**config.mk**
```make
export PLATFORM = sky130hd
export DESIGN_NAME = norm_pf
export DESIGN_NICKNAME = d
export VERILOG_FILES = /design/src/rtl/pf_pkg.sv /design/src/rtl/rne_round.sv /design/src/rtl/norm_pf.sv
export SDC_FILE = /design/constraint.sdc
export NUM_CORES = 1
export LEC_CHECK = 0
export ABC_AREA = 1
export CORE_UTILIZATION = 50
export DETAILED_ROUTE_END_ITERATION = 16
export PLACE_DENSITY = 0.78
export SETUP_SLACK_MARGIN = 0.5
export SLEW_MARGIN = 10
export SYNTH_ARGS = -nofsm -noshare
export SYNTH_HDL_FRONTEND = slang
export SYNTH_SLANG_ARGS = --single-unit
```
**constraint.sdc**
```tcl
create_clock -name clk -period 4.35 [get_ports clk]
set_clock_uncertainty 0.05 [all_clocks]
set_input_delay 0.6525 -clock clk [delete_from_list [all_inputs] [get_ports clk]]
set_output_delay 0.6525 -clock clk [all_outputs]
set_load 0.05 [all_outputs]
```
**src/rtl/pf_pkg.sv**
```systemverilog
// rtl/pf_pkg.sv - shared constants, state encoding and packing helper for norm_pf
package pf_pkg;

    localparam int EXP_W    = 8;
    localparam int FRAC_W   = 23;
    localparam int MANT_W   = 28;
    localparam int EXP_BIAS = 127;
    localparam int EXP_MAX  = 255;

    typedef enum logic [1:0] {
        IDLE  = 2'd0,
        NORM  = 2'd1,
        ROUND = 2'd2,
        DONE  = 2'd3
    } state_e;

    function automatic logic [31:0] signed_zero(input logic sign);
        return {sign, 31'b0};
    endfunction

endpackage

```
**src/rtl/rne_round.sv**
```systemverilog
// rtl/rne_round.sv - combinational round-to-nearest-even on a normalized mantissa
import pf_pkg::*;

module rne_round (
    input  logic [MANT_W-1:0] mant_i,
    input  logic [EXP_W:0]    exp_i,
    output logic [MANT_W-1:0] mant_o,
    output logic [EXP_W:0]    exp_o,
    output logic              carry_o
);

    logic              inc;
    logic [FRAC_W+1:0] sum;

    // Guard set and (round, sticky or LSB) set: above half-ULP, or a tie with odd LSB.
    assign inc     = mant_i[2] & (mant_i[1] | mant_i[0] | mant_i[3]);
    assign sum     = {1'b0, mant_i[FRAC_W+3:3]} + {{(FRAC_W+1){1'b0}}, inc};
    assign carry_o = sum[FRAC_W+1];
    assign mant_o  = carry_o ? {1'b0, sum[FRAC_W+1:1], 3'b000}
                             : {1'b0, sum[FRAC_W:0],   3'b000};
    assign exp_o   = exp_i + {{EXP_W{1'b0}}, carry_o};

endmodule

```
**src/rtl/norm_pf.sv**
```systemverilog
// rtl/norm_pf.sv - post-add normalize, round and pack to IEEE-754 single precision
import pf_pkg::*;

module norm_pf (
    input  logic                clk,
    input  logic                rst_n,
    input  logic                in_valid,
    output logic                in_ready,
    input  logic                in_sign,
    input  logic [EXP_W-1:0]    in_exp,
    input  logic [MANT_W-1:0]   in_mant,
    output logic                out_valid,
    input  logic                out_ready,
    output logic [31:0]         result,
    output logic                out_ovf,
    output logic                out_unf
);

    localparam logic [EXP_W:0] EXP_LIMIT = (EXP_W+1)'(EXP_MAX);
    localparam logic [EXP_W:0] EXP_ONE   = (EXP_W+1)'(1);

    state_e              state_q;
    logic                sign_q;
    logic [EXP_W:0]      exp_q;
    logic [MANT_W-1:0]   mant_q;
    logic [31:0]         result_q;
    logic                ovf_q;
    logic                unf_q;

    logic [MANT_W-1:0]   rnd_mant;
    logic [EXP_W:0]      rnd_exp;
    logic                rnd_carry;

    rne_round u_rne_round (
        .mant_i  (mant_q),
        .exp_i   (exp_q),
        .mant_o  (rnd_mant),
        .exp_o   (rnd_exp),
        .carry_o (rnd_carry)
    );

    assign in_ready  = (state_q == IDLE);
    assign out_valid = (state_q == DONE);
    assign result    = result_q;
    assign out_ovf   = ovf_q;
    assign out_unf   = unf_q;

    always_ff @(posedge clk or negedge rst_n) begin
        if (!rst_n) begin
            state_q  <= IDLE;
            sign_q   <= 1'b0;
            exp_q    <= '0;
            mant_q   <= '0;
            result_q <= '0;
            ovf_q    <= 1'b0;
            unf_q    <= 1'b0;
        end else begin
            case (state_q)
                IDLE: begin
                    if (in_valid) begin
                        sign_q  <= in_sign;
                        exp_q   <= {1'b0, in_exp};
                        mant_q  <= in_mant;
                        state_q <= NORM;
                    end
                end
                NORM: begin
                    if (mant_q == '0) begin
                        result_q <= signed_zero(sign_q);
                        ovf_q    <= 1'b0;
                        unf_q    <= 1'b0;
                        state_q  <= DONE;
                    end else if (exp_q == '0) begin
                        // Denormal range: flush rather than produce a subnormal.
                        result_q <= signed_zero(sign_q);
                        ovf_q    <= 1'b0;
                        unf_q    <= 1'b1;
                        state_q  <= DONE;
                    end else if (mant_q[MANT_W-1]) begin
                        mant_q  <= {1'b0, mant_q[MANT_W-1:2], mant_q[1] | mant_q[0]};
                        exp_q   <= exp_q + EXP_ONE;
                        state_q <= ROUND;
                    end else if (mant_q[MANT_W-2]) begin
                        state_q <= ROUND;
                    end else begin
                        mant_q <= {mant_q[MANT_W-2:0], 1'b0};
                        exp_q  <= exp_q - EXP_ONE;
                    end
                end
                ROUND: begin
                    mant_q <= rnd_mant;
                    exp_q  <= rnd_exp;
                    unf_q  <= 1'b0;
                    if (rnd_exp >= EXP_LIMIT) begin
                        result_q <= {sign_q, 8'hFF, {FRAC_W{1'b0}}};
                        ovf_q    <= 1'b1;
                    end else begin
                        result_q <= {sign_q, rnd_exp[EXP_W-1:0], rnd_mant[FRAC_W+2:3]};
                        ovf_q    <= 1'b0;
                    end
                    state_q <= DONE;
                end
                DONE: begin
                    if (out_ready) begin
                        state_q <= IDLE;
                    end
                end
                default: state_q <= IDLE;
            endcase
        end
    end

    logic unused_carry;
    assign unused_carry = rnd_carry;

endmodule

```
==> results_dict.tcl, run 1 <==
set metrics [dict create \
    status "finished clean" \
    fp.dieW_um 108.0 \
    cts_root_buf "clkbuf_8" \
    max_freq_mhz 289.1 \
    fin_crit_ps 3459 \
    clockBufferDepth 2 \
    drt_iter0_markers 560 \
    rr_startpoint "mant_q[3]" \
    power_density_mw_per_mm2 849.4 \
    p_leak_nw 3.120 \
    synth_edf_count 0 \
    grt_max_degree 75 \
    num_rows 38 \
    seq_area_frac_synth_pct 32.97 \
    ys_types 41 \
    hpwl_um 10530 \
    vias 5568 \
    hold_class "in2async" \
    async_reset_ff_share_pct 100.0 \
    grt_pass1_vias 5036 \
    start_kind "flip-flop" \
    cts.repair.resized 0 \
    cts-buffers-inserted 9 \
    peakVddDrop_v 0.0005950 \
    postSynthCellCount 823 \
    worst_r2r_path_depth 22 \
    synth-main-ff-cell "dfrtp_1" \
    critical_path_peak_fanout 23 \
    yosys-top-cells-area "dfrtp_1 33%, nand2_1 17%, nand3_1 8.3%" \
    p_comb_share_pct 63.2 \
    power.switching_mw 3.051 \
    fin_hold_ws_ps 356.8 \
    crit_type "reg2reg" \
    grt.total_usage_pct 27.26 \
    die_area_sq_mm 0.01166 \
    clockPowerShare_pct 11.6 \
    num-fill-cells 1025 \
    start_util_pct 51.59 \
    place_congestion 0.9213 \
    rrSetupSlack_ps 890 \
    wl_per_cell_um 14.76 \
    p_int_mw 2.522 \
    clkSinkCount 74 \
    relSlewSlack_pct 37.30 \
    avgSynthCellArea_sq_um 6.825 \
    postCtsSetupBuffers 0 \
    ys_seq_elements 74 \
    die_h_um 108.0 \
    setup_viol 0 \
    clkLatencyLatePin_ps 370 \
    synth_fp_nets 879 \
    pwr-share-seq_pct 25.1 \
    design_area_sq_mm 0.006561 \
    final_nets 920 \
    cts_tree "done" \
    cp-end-kind "flip-flop" \
    ys.warnings.count 0 \
    drv_cap 0 \
    pin_count 77 \
    worstMarginPinSlew_ps 940.6 \
    antenna_found_initial 0 \
    tns_ps 0 \
    placed_area_sq_mm 0.006329 \
    cts_hold_buffers 0 \
    h-tree-depth 3 \
    clk_pin_slew_worst_paths_ps 90 \
    numPortBuffers 76 \
    grt_pass1_wl_um 24800 \
    antenna_cells 0 \
    grt-ovfl-total 0 \
    ant_nets 0 \
    routed_wl_um 14890 \
    hold_viol_final 0 \
    worstPathArrival_ps 3640 \
    drc 0 \
    rsz0062_at_grt "false" \
    syn_area_sq_mm 0.005617 \
    critPathRequiredTime_ps 4530 \
    synth_top_area_share_pct 32.97 \
    period_share_pct 79.52 \
    timing.rr.end "result[1]" \
    core_sq_mm 0.01089 \
    drtPass1Iterations 7 \
    slew_viol_final 0 \
    drive_above_1_share_pct 10.13 \
    switching_share_pct 54.75 \
    area_growth_pct 16.82 \
    vias_per_cell 5.518 \
    synth_top_area_cell "dfrtp_1" \
]
## cells in the final DEF (no fill, tap or decap), types with 2 or more instances in the layout
cell type / n
nand3_1: 93
inv_2: 6
nand3_2: 14
clkdlybuf4s50_1: 75
inv_1: 58
bufinv_16: 2
a21oi_1: 12
a221oi_1: 15
nand2_2: 8
xnor2_1: 4
nor2_2: 8
ha_1: 13
o21ai_0: 26
clkbuf_8: 10
nor2_4: 3
dfrtp_1: 74
nand3b_1: 3
nand4_2: 2
inv_6: 3
nand4_1: 15
xor2_1: 8
a31oi_1: 5
nor3_1: 8
nor2_1: 97
buf_4: 4
nand2_1: 254
o21ai_2: 20
a22oi_1: 7
o21a_1: 2
nand2_4: 3
o21ai_1: 4
## Yosys cell counts, types with 2 or more instances
cell,n
ha_1,14
a22oi_1,7
a221oi_1,15
a31oi_1,5
nand2_4,3
a21oi_1,12
nand2_2,8
buf_4,6
nand2_1,254
nor2_4,3
nor2_1,97
o21ai_0,26
xnor2_1,4
o21a_1,2
nand3_1,93
nor2_2,8
nand4_2,2
buf_6,4
o21ai_2,20
o21ai_1,4
buf_1,2
buf_2,21
inv_2,6
xor2_1,8
clkbuf_1,17
nand4_1,15
nand3b_1,3
dfrtp_1,74
inv_1,58
nand3_2,14
nor3_1,8
## worst max-delay path, cell delays in order, from the launching register on
cell,delay [ps]
dfrtp_1,450
nand2_1,160
inv_1,80
ha_1,180
nand2_2,80
nor2_4,150
nand3_1,150
inv_1,100
nand4_1,120
nor3_1,190
ha_1,200
ha_1,190
nand2_1,90
nor2_1,170
nand2_1,70
nand2_1,70
nand2_1,50
nor2_1,110
nand3_2,100
nand2_2,80
inv_2,70
nand2_4,290
o21ai_0,120
## cell families after synthesis
kind of cell    share of synthesized area (%)
compound gates                          11.85
xor+xnor                                1.871
simple gates                            40.74
fa+ha+maj                               3.475
flops                                   32.97
buf+inv                                 9.089
## final cells by class
type	instances	area [sq um]	share of cell area, %
multi-input combinational	634	3257	49.64
inverter	65	244.0	3.719
timing repair buffer	80	800.8	12.20
tap	140	175.2	2.670
clock inverter	6	95.09	1.449
sequential	74	1852	28.22
clock buffer	10	137.6	2.098
## how the worst max path moves through the flow
stage,from,endpoint,cells after the start,slack (ps)
final,mant_q[3],result[1],22,890
after floorplan,mant_q[3],result[10],23,1440
after detailed placement,mant_q[3],result[1],22,910
after global routing,mant_q[3],result[1],22,500
after CTS,mant_q[3],result[1],22,890
after global placement,mant_q[3],result[1],22,1030
## state kept, by name, summed over array words and instances (netlist names)
name	count
out_ovf	1
exp_q	9
state_q	2
sign_q	1
mant_q	28
result	32
out_unf	1
## metal layers
| layer | up-vias | part of all wire [%] | track usage (%) |
|---|---|---|---|
| met5 | - | 0 | 0 |
| met1 | 2545 | 48 | 41.20 |
| li1 | 2781 | - | - |
| met3 | 19 | 8.3 | 5.244 |
| met2 | 223 | 43 | 39.26 |
| met4 | 0 | 1.5 | 7.632 |
## power groups by stage
stage	Clock [mW]	Combinational [mW]	Sequential, mW
finish	0.649	3.52	1.40
detailed placement	0	3.49	1.40
floorplan	0	2.54	1.53
global route	0.679	3.96	1.44
global placement	0	3.44	1.39
CTS	0.649	3.51	1.39
## metrics by stage
stage          total power, mW  setup slack [ps]  cells  utilization, %
5_1_grt                  6.084             503.4   1009           60.26
3_5_place_dp             4.892             908.0    993           58.12
6_report                 5.573             891.1   1009           60.26
4_1_cts                  5.546             889.6   1009           60.26
2_1_floorplan            4.075              1440    823               -
3_3_place_gp             4.838              1027    993           58.12
Note: power is estimated with default switching activity, not from simulation.
==> run 2: changes to the inputs <==
PLACE_DENSITY = 0.81   (was 0.78)
clock period = 2.8 ns   (was 4.35 ns; I/O delays follow)
==> run 2 against run 1 <==
Net effect: the flow now finishes with violations (negative setup slack); core utilization is 6.8 points higher; die area did not move; maximum frequency increased by 21%; routed wire length up 13%; sequential share of layout area is 2.9 points lower; largest power group unchanged.
==> results_dict.tcl, run 2 (same netlist as run 1, synthesis figures left out) <==
set metrics [dict create \
    hold_viol_final 0 \
    area_growth_pct 29.98 \
    antenna_found_initial 0 \
    antenna_cells 0 \
    drc 0 \
    wl_met1_um 7488 \
    status "complete, but fails checks" \
    final_nets 979 \
    largest_reg_flops 32 \
    cts-buffers-inserted 9 \
    cp-end-kind "flip-flop" \
    drtPass1Iterations 6 \
    power_density_mw_per_mm2 1296 \
    p_leak_nw 3.448 \
    crit_type "reg2reg" \
    violations "negative setup slack" \
    pin_count 77 \
    crit_slowest_cell "dfrtp_1" \
    start_kind "flip-flop" \
    grt.total_usage_pct 29.72 \
    path_delay_family "simple AND/OR/NAND/NOR gates" \
    grt_pass1_vias 5559 \
    worstMarginPinSlew_ps 989.5 \
    clk_pin_slew_worst_paths_ps 90 \
    fp.dieW_um 108.0 \
    setup_viol 27 \
    tns_ps -1142 \
    p_int_mw 4.349 \
    dpl_worst_slack_ps -77.09 \
    vias_per_cell 5.658 \
    num_rows 38 \
    relSlewSlack_pct 34.03 \
    power.switching_mw 5.114 \
    cts_hold_buffers 0 \
    fin_hold_ws_ps 124.8 \
    ant_nets 0 \
    wl_met2_um 7548 \
    wl_per_cell_um 15.80 \
    clkLatencyLatePin_ps 370 \
    drv_cap 0 \
    fin_crit_ps 2854 \
    p_comb_share_pct 70.3 \
    pwr-share-seq_pct 20.4 \
    peakVddDrop_v 0.0008266 \
    critPathRequiredTime_ps 3000 \
    route.met3.wl_um 1382 \
    grt_pass1_wl_um 26990 \
    slew_viol_final 0 \
    layout_common_cells "239 x nand2_1, 94 x nor2_1, 86 x nand3_1" \
    cts_tree "done" \
    max_freq_mhz 350.4 \
    period_share_pct 101.9 \
    crit_path_max_incr_delay_ps 370 \
    hpwl_um 11590 \
    grt_max_degree 75 \
    final_common_cell "nand2_1" \
    core_sq_mm 0.01089 \
    worstPathArrival_ps 3060 \
    finalPower_mw 9.463 \
    routed_wl_um 16870 \
    clockPowerShare_pct 9.3 \
    critical_path_peak_fanout 7 \
    hold_class "in2async" \
    rsz0062_at_grt "true" \
    cp.depth 23 \
    drive_above_1_share_pct 19.83 \
    worst_r2r_path_depth 23 \
    cpMostUsedCell "nand2_2" \
    clockBufferDepth 2 \
    vias 6043 \
    h-tree-depth 3 \
    numPortBuffers 76 \
    crit_buf_inv 4 \
    cts_root_buf "clkbuf_8" \
    dr.max_layer_used "met4" \
    die_h_um 108.0 \
    drt_iter0_markers 658 \
    clkSinkCount 74 \
    grt-ovfl-total 0 \
    dpl.cell_count 1031 \
    path_cells "nand2_2 -> inv_2 -> ha_4 -> nand2_4 -> nor2_4 -> nand3_2 -> inv_2 -> nand4_1 -> nor3_2 -> ha_2 -> ha_4 -> nand2_4 -> nor2_4 -> nand2_2 -> nand2_2 -> nand2_1 -> nor2_1 -> nand3_2 -> nand2_2 -> inv_4 -> nand2_8 -> buf_12 -> o21ai_2" \
    switching_share_pct 54.04 \
    place_congestion 0.9700 \
    start_util_pct 51.59 \
    fin_cells 1068 \
    fin_ws_ps -53.74 \
    die_area_sq_mm 0.01166 \
    num-fill-cells 895 \
]
## run 2: timing repair
action                     in CTS  in global routing
pin swaps                      24                 15
gates resized for setup        21                 28
setup buffers                  13                  7
setup endpoints to repair      40                 70
gates cloned                    1                  0
## run 2: cell type report
class | count | area (sq um) | share of cell area [%]
well taps | 140 | 175.2 | 2.399
flip-flops and latches | 74 | 1852 | 25.36
inverters | 65 | 246.5 | 3.376
clock buffers | 9 | 123.9 | 1.697
repair buffers | 139 | 1343 | 18.39
multi-input cells | 634 | 3483 | 47.71
clock inverters | 7 | 77.57 | 1.063
## run 2: worst paths after layout
| check | endpoint | startpoint | slack [ps] |
|---|---|---|---|
| setup reg to reg | result[18] | mant_q[3] | -50 |
| hold reg to reg | result[31] | sign_q | 450 |
| min in group clk | result[31] | sign_q | 450 |
| setup / recovery | result[18] | mant_q[3] | -50 |
| max in group asynchronous | result[26] | rst_n | 1890 |
| hold / removal | exp_q[7] | rst_n | 120 |
## run 2: power groups by stage
stage | registers (mW) | clock network, mW | logic (mW)
after global placement | 1.91 | 0 | 6.12
after floorplan | 2.40 | 0 | 3.99
after CTS | 1.91 | 0.880 | 6.40
final | 1.93 | 0.878 | 6.65
after detailed placement | 1.92 | 0 | 6.22
after global routing | 1.98 | 0.934 | 7.29
## run 2: through the flow
step,instance area (sq um),utilization (%)
after floorplan,5682,-
after global placement,6706,61.60
after detailed placement,6706,61.60
after CTS,7102,65.23
after global routing,7301,67.05
final,7301,67.05
## run 2: layer usage
metal  up-vias  track usage (%)
met5         -                0
met4         0            11.45
met3        50            3.677
met2       319            46.04
met1      2784            42.25
li1       2890                -
